==> src/rtl/muldiv_if.sv <==
// Handshake and result bus between the controller and the HI/LO multiply/divide unit.
interface muldiv_if #(
    parameter int WIDTH = 32
);
    logic             start;
    logic [2:0]       op;
    logic [WIDTH-1:0] a;
    logic [WIDTH-1:0] b;
    logic             busy;
    logic             done;
    logic             dbz;
    logic [WIDTH-1:0] hi;
    logic [WIDTH-1:0] lo;

    modport master (output start, op, a, b, input busy, done, dbz, hi, lo);
    modport slave  (input start, op, a, b, output busy, done, dbz, hi, lo);
endinterface

==> src/rtl/muldiv_unit.sv <==
// Iterative MIPS HI/LO multiply/divide unit: shift-add multiplier and restoring divider, one bit per cycle.
// Optional macro MULDIV_EARLY_EXIT_EN lets MUL finish once the remaining multiplier bits are all zero.
module muldiv_unit #(
    parameter int WIDTH = 32
) (
    input  logic     clk,
    input  logic     reset,
    muldiv_if.slave  bus
);
    localparam int CW = $clog2(WIDTH);

    typedef enum logic [1:0] {
        S_IDLE = 2'd0,
        S_MUL  = 2'd1,
        S_DIV  = 2'd2,
        S_FIX  = 2'd3
    } state_t;

    state_t             state_q;
    logic               busy_q, done_q, dbz_q, div_q, neg_lo_q, neg_hi_q;
    logic [CW-1:0]      cnt_q;
    logic [WIDTH-1:0]   hi_q, lo_q, mcand_q, mplier_q;
    logic [2*WIDTH-1:0] acc_q;

    logic               sgn_s, res_neg_s, mul_last_s, cnt_last_s;
    logic [WIDTH:0]     mul_sum_s, div_sh_s, div_diff_s;
    logic [2*WIDTH-1:0] mul_acc_s, div_acc_s, prod_s;

    function automatic logic [WIDTH-1:0] neg_w_f(input logic cond, input logic [WIDTH-1:0] v);
        neg_w_f = cond ? (~v + WIDTH'(1)) : v;
    endfunction

    function automatic logic [2*WIDTH-1:0] neg_2w_f(input logic cond, input logic [2*WIDTH-1:0] v);
        neg_2w_f = cond ? (~v + (2*WIDTH)'(1)) : v;
    endfunction

    // Per-cycle datapath step for both iterative engines and the final sign fix-up.
    always_comb begin
        sgn_s      = ~bus.op[0];
        res_neg_s  = sgn_s & (bus.a[WIDTH-1] ^ bus.b[WIDTH-1]);
        cnt_last_s = (cnt_q == CW'(WIDTH-1));
        mul_sum_s  = {1'b0, acc_q[2*WIDTH-1:WIDTH]} + (mplier_q[0] ? {1'b0, mcand_q} : {(WIDTH+1){1'b0}});
        mul_acc_s  = {mul_sum_s, acc_q[WIDTH-1:1]};
        div_sh_s   = {acc_q[2*WIDTH-1:WIDTH], acc_q[WIDTH-1]};
        div_diff_s = div_sh_s - {1'b0, mcand_q};
        if (div_sh_s >= {1'b0, mcand_q}) begin
            div_acc_s = {div_diff_s[WIDTH-1:0], acc_q[WIDTH-2:0], 1'b1};
        end else begin
            div_acc_s = {div_sh_s[WIDTH-1:0], acc_q[WIDTH-2:0], 1'b0};
        end
`ifdef MULDIV_EARLY_EXIT_EN
        mul_last_s = cnt_last_s || (mplier_q[WIDTH-1:1] == {(WIDTH-1){1'b0}});
`else
        mul_last_s = cnt_last_s;
`endif
        prod_s = neg_2w_f(neg_lo_q, acc_q);
    end

    // Control FSM together with the HI/LO result registers.
    always_ff @(posedge clk or negedge reset) begin
        if (!reset) begin
            state_q  <= S_IDLE;
            busy_q   <= 1'b0;
            done_q   <= 1'b0;
            dbz_q    <= 1'b0;
            div_q    <= 1'b0;
            neg_lo_q <= 1'b0;
            neg_hi_q <= 1'b0;
            cnt_q    <= {CW{1'b0}};
            hi_q     <= {WIDTH{1'b0}};
            lo_q     <= {WIDTH{1'b0}};
            mcand_q  <= {WIDTH{1'b0}};
            mplier_q <= {WIDTH{1'b0}};
            acc_q    <= {(2*WIDTH){1'b0}};
        end else begin
            done_q <= 1'b0;
            case (state_q)
                S_IDLE: begin
                    if (bus.start) begin
                        case (bus.op)
                            3'b100: begin
                                hi_q   <= bus.a;
                                dbz_q  <= 1'b0;
                                done_q <= 1'b1;
                            end
                            3'b101: begin
                                lo_q   <= bus.a;
                                dbz_q  <= 1'b0;
                                done_q <= 1'b1;
                            end
                            3'b000, 3'b001: begin
                                state_q  <= S_MUL;
                                busy_q   <= 1'b1;
                                dbz_q    <= 1'b0;
                                div_q    <= 1'b0;
                                cnt_q    <= {CW{1'b0}};
                                acc_q    <= {(2*WIDTH){1'b0}};
                                mcand_q  <= neg_w_f(sgn_s & bus.a[WIDTH-1], bus.a);
                                mplier_q <= neg_w_f(sgn_s & bus.b[WIDTH-1], bus.b);
                                neg_lo_q <= res_neg_s;
                                neg_hi_q <= 1'b0;
                            end
                            3'b010, 3'b011: begin
                                if (bus.b == {WIDTH{1'b0}}) begin
                                    hi_q   <= bus.a;
                                    lo_q   <= {WIDTH{1'b1}};
                                    dbz_q  <= 1'b1;
                                    done_q <= 1'b1;
                                end else begin
                                    state_q  <= S_DIV;
                                    busy_q   <= 1'b1;
                                    dbz_q    <= 1'b0;
                                    div_q    <= 1'b1;
                                    cnt_q    <= {CW{1'b0}};
                                    acc_q    <= {{WIDTH{1'b0}}, neg_w_f(sgn_s & bus.a[WIDTH-1], bus.a)};
                                    mcand_q  <= neg_w_f(sgn_s & bus.b[WIDTH-1], bus.b);
                                    mplier_q <= {WIDTH{1'b0}};
                                    neg_lo_q <= res_neg_s;
                                    neg_hi_q <= sgn_s & bus.a[WIDTH-1];
                                end
                            end
                            default: begin
                                state_q <= S_IDLE;
                            end
                        endcase
                    end
                end
                S_MUL: begin
`ifdef MULDIV_EARLY_EXIT_EN
                    // Early exit leaves the product scaled up by the skipped shifts; undo that here.
                    if (mul_last_s) begin
                        acc_q <= mul_acc_s >> (CW'(WIDTH-1) - cnt_q);
                    end else begin
                        acc_q <= mul_acc_s;
                    end
`else
                    acc_q <= mul_acc_s;
`endif
                    mplier_q <= mplier_q >> 1;
                    cnt_q    <= cnt_q + CW'(1);
                    if (mul_last_s) begin
                        state_q <= S_FIX;
                    end
                end
                S_DIV: begin
                    acc_q <= div_acc_s;
                    cnt_q <= cnt_q + CW'(1);
                    if (cnt_last_s) begin
                        state_q <= S_FIX;
                    end
                end
                S_FIX: begin
                    if (div_q) begin
                        lo_q <= neg_w_f(neg_lo_q, acc_q[WIDTH-1:0]);
                        hi_q <= neg_w_f(neg_hi_q, acc_q[2*WIDTH-1:WIDTH]);
                    end else begin
                        lo_q <= prod_s[WIDTH-1:0];
                        hi_q <= prod_s[2*WIDTH-1:WIDTH];
                    end
                    busy_q  <= 1'b0;
                    done_q  <= 1'b1;
                    state_q <= S_IDLE;
                end
                default: begin
                    state_q <= S_IDLE;
                    busy_q  <= 1'b0;
                end
            endcase
        end
    end

    assign bus.busy = busy_q;
    assign bus.done = done_q;
    assign bus.dbz  = dbz_q;
    assign bus.hi   = hi_q;
    assign bus.lo   = lo_q;
endmodule

==> src/flat_wrapper.sv <==
// flat-port wrapper written by rule: the top's interface ports become plain ports
module muldiv_unit_flat 
#(
    parameter int WIDTH = 32
)
  (clk, reset, bus_start, bus_op, bus_a, bus_b, bus_busy, bus_done, bus_dbz, bus_hi, bus_lo);
  muldiv_if #(.WIDTH(WIDTH)) bus_i ();
  input  logic clk;
  input  logic reset;
  input wire logic [$bits(bus_i.start)-1:0] bus_start;
  input wire logic [$bits(bus_i.op)-1:0] bus_op;
  input wire logic [$bits(bus_i.a)-1:0] bus_a;
  input wire logic [$bits(bus_i.b)-1:0] bus_b;
  output wire logic [$bits(bus_i.busy)-1:0] bus_busy;
  output wire logic [$bits(bus_i.done)-1:0] bus_done;
  output wire logic [$bits(bus_i.dbz)-1:0] bus_dbz;
  output wire logic [$bits(bus_i.hi)-1:0] bus_hi;
  output wire logic [$bits(bus_i.lo)-1:0] bus_lo;
  assign bus_i.start = bus_start;
  assign bus_i.op = bus_op;
  assign bus_i.a = bus_a;
  assign bus_i.b = bus_b;
  assign bus_busy = bus_i.busy;
  assign bus_done = bus_i.done;
  assign bus_dbz = bus_i.dbz;
  assign bus_hi = bus_i.hi;
  assign bus_lo = bus_i.lo;
  muldiv_unit #(.WIDTH(WIDTH)) u_core (.clk(clk), .reset(reset), .bus(bus_i));
endmodule
==> config.mk <==
export PLATFORM = sky130hd
export DESIGN_NAME = muldiv_unit_flat
export DESIGN_NICKNAME = d
export VERILOG_FILES = /design/src/rtl/muldiv_if.sv /design/src/rtl/muldiv_unit.sv /design/src/flat_wrapper.sv
export SDC_FILE = /design/constraint.sdc
export NUM_CORES = 1
export LEC_CHECK = 0
export BUFFER_PORTS_ARGS = -buffer_cell sky130_fd_sc_hd__buf_4
export CAP_MARGIN = 20
export CORE_MARGIN = 5
export CORE_UTILIZATION = 50
export DETAILED_ROUTE_END_ITERATION = 10
export MAX_ROUTING_LAYER = met4
export PLACE_DENSITY = 0.77
export SYNTH_ARGS = -nofsm -noshare
export SYNTH_HDL_FRONTEND = slang
export SYNTH_SLANG_ARGS = --single-unit
==> constraint.sdc <==
create_clock -name clk -period 3.3 [get_ports clk]
set_input_delay 0.495 -clock clk [delete_from_list [all_inputs] [get_ports clk]]
set_output_delay 0.495 -clock clk [all_outputs]
set_load 0.1 [all_outputs]
==> impl_metrics.py, run 1 <==
metrics = {
    "clock_tree": {
        "clkTransAtPathRegs_ns": 0.06,
        "clock-sinks": 205,
        "cts_tree": "done",
        "cts_buffer_depth": 3,
        "htreeDepth": 1,
        "root_buffer": "clkbuf_16",
        "cts_made_buffers": 24,
        "insertion_delay_ns": 0.54,
    },
    "power": {
        "p_int_mw": 12.1,
        "pwr-share-comb_pct": 70.7,
        "vdd.ir_drop.worst_v": 0.000970,
        "power.switching_mw": 13.8,
        "power.leakage_nw": 9.41,
        "p_seq_share_pct": 18.7,
        "clockPowerShare_pct": 10.6,
        "p_total_mw": 26.0,
        "power.density_nw_per_um2": 1260,
        "swShare_pct": 53.3,
    },
    "global_routing": {
        "grt_pass1_vias": 16224,
        "antenna_found_initial": 1,
        "grt-ovfl-total": 0,
        "grtUsageTotal_pct": 34.4,
        "grt_max_degree": 88,
        "grt_pass1_wl_um": 94500,
    },
    "cells_and_area": {
        "fin_nets": 2433,
        "finalInstanceArea_um2": 20600,
        "drive_gt1_share_pct": 22.2,
        "synthToLayoutAreaGrowth_pct": 26.8,
        "n_antenna_cell": 0,
    },
    "place": {
        "placed_area_um2": 19200,
        "place_congestion": 1.05,
        "io_buffers": 136,
        "place_hpwl_um": 49300,
    },
    "worst_setup_path": {
        "critPathCapture": "u_core.acc_q[60]$_DFFE_PN0P_",
        "crit_path_end_kind": "flip-flop",
        "critPathMaxFanout": 6,
        "start_kind": "flip-flop",
        "path_depth": 14,
        "path_buf_inv": 2,
        "critPathArrivalTime_ns": 3.98,
        "startpoint": "u_core.mplier_q[0]$_DFFE_PN0P_",
        "worst_path_dominant_cell_family": "compound AO/OA/AOI/OAI gates",
        "r2r_start": "u_core.mplier_q[0]$_DFFE_PN0P_",
        "required_ns": 3.72,
        "critPathMaxStageDelay_ns": 0.44,
        "critical-path-slowest-cell": "dfrtp_2",
        "worstSetupPathType": "flip-flop to flip-flop",
        "worstPathCellList": "buf_6 -> buf_12 -> and2_1 -> ha_4 -> nor2_1 -> nand2_1 -> o211ai_1 -> a21oi_2 -> o41a_1 -> a41o_1 -> a221o_1 -> a211oi_2 -> xor2_1 -> o22ai_1",
        "worstRegToRegCells": 14,
        "ff2ff_setup_slack_ns": -0.26,
        "reg2reg_to": "u_core.acc_q[60]$_DFFE_PN0P_",
    },
    "routing": {
        "viasPerCell": 6.26,
        "routed.top_layer": "met4",
        "wl_per_cell_um": 23.2,
        "m1WireLength_um": 26500,
        "drtIter0Drc": 1993,
        "wl_met3_um": 6180,
        "firstDrtPassIters": 7,
        "postRouteAntennaNets": 0,
        "wl_um": 63600,
        "dr_wl_met2_um": 28100,
        "via_count": 17179,
        "drc": 0,
    },
    "synthesis": {
        "synth.avg_cell_area_um2": 8.06,
        "synthCells": 2012,
        "synth.distinct_cells": 77,
        "synth_xor_area_share_pct": 9.24,
        "synth_warnings": 0,
        "synth_edf_count": 0,
        "synth_fa_ha_area_share_pct": 6.04,
        "ys.flop_type": "dfrtp_1",
        "ys_ff_latch": 205,
        "synthSimpleGateAreaFrac_pct": 18.2,
        "synth.area.mux_share_pct": 2.84,
        "synth_compound_area_share_pct": 26.9,
        "synth_top_family_by_area": "compound AO/OA/AOI/OAI gates",
        "yosysSeqAreaShare_pct": 31.6,
        "syn_area_um2": 16200,
        "synthesis.nets": 2159,
        "synthArstFlopShare_pct": 100,
    },
    "timing": {
        "final.setup_skew_ns": 0.0202,
        "relSlewSlack_pct": 30.8,
        "hold_viol_final": 0,
        "fin_ws_ns": -0.256,
        "rsz0062_at_grt": "yes",
        "finalCriticalPeriod_ns": 3.56,
        "setup_violations": 2,
        "worstMarginPinSlew_ns": 1.03,
        "holdWs_ns": 0.0334,
        "max_clock_freq_mhz": 281,
        "period_share_pct": 108,
        "slew_violations": 0,
    },
    "outcome": {
        "status": "finished, violations left",
        "violations": "setup timing",
    },
    "floorplanning": {
        "die_x_um": 190,
        "die-area_um2": 36100,
        "die_y_um": 190,
        "core_um2": 32300,
        "start_util_pct": 50.2,
        "row_count": 66,
        "io_pins": 137,
    },
    "flow_run": {
        "max-cap-violations": 0,
    },
    "hold_path": {
        "hold_path.class": "input pin to asynchronous set/reset pin",
    },
}
-- cell usage after synthesis, drive strengths merged (38+ instances only) --
master	count	share of area [%]
nor3	58	1.8
xor2	79	4.3
nand2	209	4.8
nor2	162	3.8
o21ai	181	5.6
a22oi	77	3.6
xnor2	92	5.0
inv	71	1.6
a21oi	164	5.1
clkbuf	104	2.4
a21o	39	1.8
dfrtp	205	32
and2	38	1.5
ha	75	5.8
nand3	38	1.2
-- cell type report --
class / instances / area (µm²)
sequential: 205 / 5130
fill: 2664 / 11700
clock buffer: 35 / 733
tap: 442 / 553
inverter: 72 / 270
timing repair buffer: 383 / 3130
clock inverter: 8 / 71.3
multi-input combinational: 1600 / 10700
-- state kept, by name (all words and copies together) (netlist names), 2 cells and up --
register and count:
u_core.mplier_q 32, u_core.state_q 2, u_core.bus.hi 32, u_core.mcand_q 32
u_core.cnt_q 5, u_core.bus.lo 32, u_core.acc_q 64
-- metrics by stage --
stage / setup TNS [ns] / util [%] / worst slack (ns) / std cells
after floorplan: -0.163 / - / -0.0350 / 2012
after global placement: -31.08 / 59.4 / -0.320 / 2686
after detailed placement: -40.20 / 59.4 / -0.456 / 2686
after CTS: -0.198 / 62.4 / -0.115 / 2736
after global routing: -0.813 / 63.7 / -0.310 / 2745
final: -0.266 / 63.7 / -0.256 / 2745
-- worst reg2reg max path: cells and delay by family (launching register included) --
family / cells / cell delay [ns]
adder cells (fa/ha/maj): 1 / 0.18
buffers and inverters: 2 / 0.29
flip-flops: 1 / 0.44
AO/OA/AOI/OAI: 7 / 1.92
AND/OR/NAND/NOR: 3 / 0.42
XOR/XNOR: 1 / 0.20
-- cell usage in the layout, fill, tap and decap left out, types with 17 or more instances in the layout --
| master | n |
|---|---|
| a211oi_1 | 22 |
| a21o_1 | 38 |
| a21oi_1 | 153 |
| a22o_1 | 35 |
| a22oi_1 | 77 |
| a31oi_1 | 18 |
| and2_1 | 34 |
| and3_1 | 17 |
| buf_4 | 360 |
| clkbuf_16 | 27 |
| dfrtp_1 | 204 |
| ha_1 | 62 |
| inv_1 | 70 |
| mux2i_1 | 37 |
| nand2_1 | 207 |
| nand2b_1 | 18 |
| nand3_1 | 38 |
| nor2_1 | 156 |
| nor3_1 | 57 |
| nor4_1 | 18 |
| o21ai_0 | 135 |
| o21ai_1 | 39 |
| o22ai_1 | 28 |
| o31ai_1 | 24 |
| xnor2_1 | 90 |
| xor2_1 | 79 |
-- worst min path at each step --
stage	startpoint	to	slack (ns)	depth (start not counted)
after floorplan	reset	u_core.acc_q[0]$_DFFE_PN0P_	0.20	0
after global placement	u_core.cnt_q[4]$_DFFE_PN0P_	u_core.cnt_q[4]$_DFFE_PN0P_	0.46	2
after detailed placement	u_core.cnt_q[4]$_DFFE_PN0P_	u_core.cnt_q[4]$_DFFE_PN0P_	0.46	2
after CTS	reset	u_core.mplier_q[8]$_DFFE_PN0P_	0.06	1
after global routing	reset	u_core.mplier_q[11]$_DFFE_PN0P_	0.07	1
final	reset	u_core.mplier_q[11]$_DFFE_PN0P_	0.03	1
-- cell families after synthesis --
group | count (synthesis)
compound gates | 682
simple gates | 626
buf+inv | 207
flops | 205
xor+xnor | 171
fa+ha+maj | 77
mux | 44
-- what timing repair did --
item / CTS / global route
gates resized for setup: 27 / 70
buffers inserted: 7 / 10
setup endpoints to repair: 23 / 46
pin swaps: 9 / 39
hold buffers: 0 / 0
cloned: 0 / 2
-- per-layer routing --
| metal | track usage [%] | vias up |
|---|---|---|
| li1 | - | 7856 |
| met1 | 47.0 | 8250 |
| met2 | 51.6 | 907 |
| met3 | 5.98 | 166 |
| met4 | 12.4 | 0 |
| met5 | - | - |
-- power groups by stage --
| stage | sequential [mW] | combinational, mW | clock, mW |
|---|---|---|---|
| 3_5_place_dp | 4.79 | 17.2 | 0 |
| 6_report | 4.87 | 18.4 | 2.74 |
| 4_1_cts | 4.77 | 17.4 | 2.75 |
| 3_3_place_gp | 4.75 | 16.9 | 0 |
| 2_1_floorplan | 7.24 | 8.92 | 0 |
| 5_1_grt | 4.97 | 19.6 | 2.84 |
Note: power is estimated with default switching activity, not from simulation.
==> run 2: changes to the inputs <==
--- a/config.mk
+++ b/config.mk
@@ -5,6 +5,7 @@
 export SDC_FILE = /design/constraint.sdc
 export NUM_CORES = 1
 export LEC_CHECK = 0
+export ABC_AREA = 1
 export BUFFER_PORTS_ARGS = -buffer_cell sky130_fd_sc_hd__buf_4
 export CAP_MARGIN = 20
 export CORE_MARGIN = 5
==> run 2 against run 1 <==
The run now ends clean. Combinational power up 15%. Via count is 39% higher. Critical path type unchanged. Clock power rose by 8.8%. Critical path depth grew 4. Wire length up 35%. First-iteration DRC count increased by 58%.
==> impl_metrics.py, run 2 <==
metrics = {
    "flow_run": {
        "max-cap-violations": 0,
    },
    "cells_and_area": {
        "final_cell_mix": "nand2_1, inv_1, nand3_1",
        "fin_nets": 3729,
        "mostFrequentLayoutCell": "nand2_1",
        "fillerInstances": 4195,
        "top_register": "u_core.acc_q",
        "finalInstanceArea_um2": 22800,
        "drive_gt1_share_pct": 8.31,
        "post-route-util_pct": 57.2,
        "synthToLayoutAreaGrowth_pct": 13.2,
        "largest_reg_flops": 64,
    },
    "synthesis": {
        "post-synth-top-count-cell": "nand2_1",
        "yosys-top-cells-area": "dfrtp_1, nand2_1, inv_1, nand3_1, nor2_1",
        "yosys.area.top_type_share_pct": 25.5,
        "synth_warnings": 0,
        "yosysSeqAreaShare_pct": 25.5,
        "synth.distinct_cells": 53,
        "synth_area_leader_cell": "dfrtp_1",
        "synthCells": 3464,
        "synthTopCellsByCount": "nand2_1, inv_1, nand3_1",
        "syn_area_um2": 20100,
        "synth.avg_cell_area_um2": 5.81,
        "synth_edf_count": 0,
        "ys.flop_type": "dfrtp_1",
        "ys_ff_latch": 205,
        "synthArstFlopShare_pct": 100,
        "synthesis.nets": 3611,
    },
    "worst_setup_path": {
        "crit_top_cell": "nand2_1",
        "critPathArrivalTime_ns": 3.43,
        "worstRegToRegCells": 18,
        "worstPathCellList": "buf_12 -> nand2_1 -> inv_1 -> ha_1 -> nand2_1 -> nor2_1 -> inv_1 -> nor3_1 -> nand2_1 -> nand3_1 -> nand2_1 -> nand2_1 -> nand2_1 -> nand2_1 -> nand2_1 -> nand2_1 -> nand2_1 -> nand2_1",
        "critical-path-slowest-cell": "dfrtp_1",
        "required_ns": 3.81,
        "start_kind": "flip-flop",
        "critPathMaxStageDelay_ns": 0.49,
        "worstSetupPathType": "flip-flop to flip-flop",
        "r2r_start": "u_core.mplier_q[0]$_DFFE_PN0P_",
        "reg2reg_to": "u_core.acc_q[63]$_DFFE_PN0P_",
        "worst_path_dominant_cell_family": "simple AND/OR/NAND/NOR gates",
        "path_buf_inv": 3,
        "crit_path_end_kind": "flip-flop",
        "ff2ff_setup_slack_ns": 0.38,
        "critPathMaxFanout": 25,
    },
    "routing": {
        "wl_per_cell_um": 20.7,
        "drc": 0,
        "drtIter0Drc": 3158,
        "firstDrtPassIters": 9,
        "viasPerCell": 5.79,
        "postRouteAntennaNets": 0,
        "wl_um": 85600,
        "via_count": 23896,
    },
    "timing": {
        "finalCriticalPeriod_ns": 2.92,
        "fin_ws_ns": 0.378,
        "rsz0062_at_grt": "no",
        "worstMarginPinSlew_ns": 0.866,
        "hold_viol_final": 0,
        "setup_violations": 0,
        "slew_violations": 0,
        "final.setup_skew_ns": 0.0110,
        "relSlewSlack_pct": 42.2,
        "period_share_pct": 88.5,
        "max_clock_freq_mhz": 342,
        "final.setup.tns_ns": 0,
    },
    "place": {
        "place_congestion": 1.13,
        "placed_area_um2": 21900,
        "dp_slack_ns": 0.324,
        "place_hpwl_um": 68200,
        "io_buffers": 136,
    },
    "clock_tree": {
        "cts_setup_buffers": 0,
        "insertion_delay_ns": 0.58,
        "htreeDepth": 1,
        "cts_tree": "done",
        "clock-sinks": 205,
        "cts_buffer_depth": 3,
        "cts_made_buffers": 25,
        "root_buffer": "clkbuf_16",
        "clkTransAtPathRegs_ns": 0.06,
    },
    "floorplanning": {
        "io_pins": 137,
        "die_x_um": 211,
        "die-area_um2": 44400,
        "die_y_um": 211,
        "core_um2": 39800,
        "start_util_pct": 50.6,
        "row_count": 73,
    },
    "hold_path": {
        "hp-start": "bus_a[0]",
        "hold_path.class": "input pin to flip-flop",
        "min_to": "u_core.acc_q[0]$_DFFE_PN0P_",
        "whs_path_depth": 3,
    },
    "power": {
        "power.leakage_nw": 12.5,
        "power.density_nw_per_um2": 1260,
        "vdd.ir_drop.worst_v": 0.00133,
        "p_total_mw": 28.8,
    },
    "global_routing": {
        "grtUsageMet2_pct": 56.1,
        "grtUsageTotal_pct": 38.5,
        "grt_pass1_wl_um": 129000,
        "grt_pass1_vias": 22192,
        "grt_max_degree": 79,
        "antenna_found_initial": 3,
        "grt-busiest-layer": "met2",
        "grt_util_met3_pct": 9.74,
        "use_met1_pct": 49.7,
        "grt-ovfl-total": 0,
    },
    "outcome": {
        "status": "completed",
    },
}
## run 2: worst max-delay path by stage
stage                                   start                        endpoint  cells after the start
2_1_floorplan  u_core.mplier_q[0]$_DFFE_PN0P_    u_core.acc_q[61]$_DFFE_PN0P_                     21
3_3_place_gp                         bus_b[0]  u_core.mcand_q[21]$_DFFE_PN0P_                     14
3_5_place_dp                         bus_b[0]   u_core.bus.hi[11]$_DFFE_PN0P_                     14
4_1_cts        u_core.mplier_q[0]$_DFFE_PN0P_    u_core.acc_q[63]$_DFFE_PN0P_                     18
5_1_grt          u_core.acc_q[40]$_DFFE_PN0P_     u_core.acc_q[0]$_DFFE_PN0P_                     13
6_report       u_core.mplier_q[0]$_DFFE_PN0P_    u_core.acc_q[63]$_DFFE_PN0P_                     18
## run 2: final cells by class
cell class	instances	area [µm²]	area share (%)
timing repair buffer	208	1650	7.22
inverter	484	1820	7.98
clock buffer	30	664	2.91
tap	525	657	2.88
multi-input combinational	2658	12700	55.6
clock inverter	15	194	0.851
antenna	4	10.0	0.0439
sequential	205	5130	22.5
## run 2: worst reg2reg max path, cell delays in order, from the launching register on
cell and delay (ns):
dfrtp_1 0.49, buf_12 0.22, nand2_1 0.10, inv_1 0.05, ha_1 0.39, nand2_1 0.14
nor2_1 0.15, inv_1 0.09, nor3_1 0.23, nand2_1 0.09, nand3_1 0.22, nand2_1 0.11
nand2_1 0.12, nand2_1 0.08, nand2_1 0.07, nand2_1 0.09, nand2_1 0.11, nand2_1 0.05
nand2_1 0.06
## run 2: metrics by stage
stage | std cells | hold WS (ns)
2_1_floorplan | 3464 | 0.199
3_3_place_gp | 4079 | 0.450
3_5_place_dp | 4079 | 0.451
4_1_cts | 4125 | 0.236
5_1_grt | 4127 | 0.286
6_report | 4129 | 0.259
## run 2: repair_timing
item / CTS / global route
gates resized for setup: 0 / 0
hold endpoints to repair: 52 / 0
hold buffers: 1 / 0
## run 2: power by group
group          internal [mW]  switching [mW]
Clock                   1.69            1.28
Sequential              3.69           0.998
Combinational           5.75            15.3
## run 2: layer usage
metal  vias to the layer above  routed length (µm)
met1                     10808               33100
li1                      11300                   -
met5                         -                   0
met3                       305               10400
met4                         0                5590
met2                      1483               36500
## run 2: logic make-up (layout without fill, tap and decap cells)
kind of cell / Yosys count / count (layout) / share of synthesized area [%]
and+or+nand+nor: 2050 / 2050 / 42.1
buffers and inverters: 601 / 737 / 11.6
AOI/OAI and AO/OA: 470 / 470 / 13.3
other: 0 / 4 / 0
xor gates and xnor gates: 61 / 61 / 2.65
adders and majority gates: 77 / 77 / 4.86
DFF: 205 / 205 / 25.5
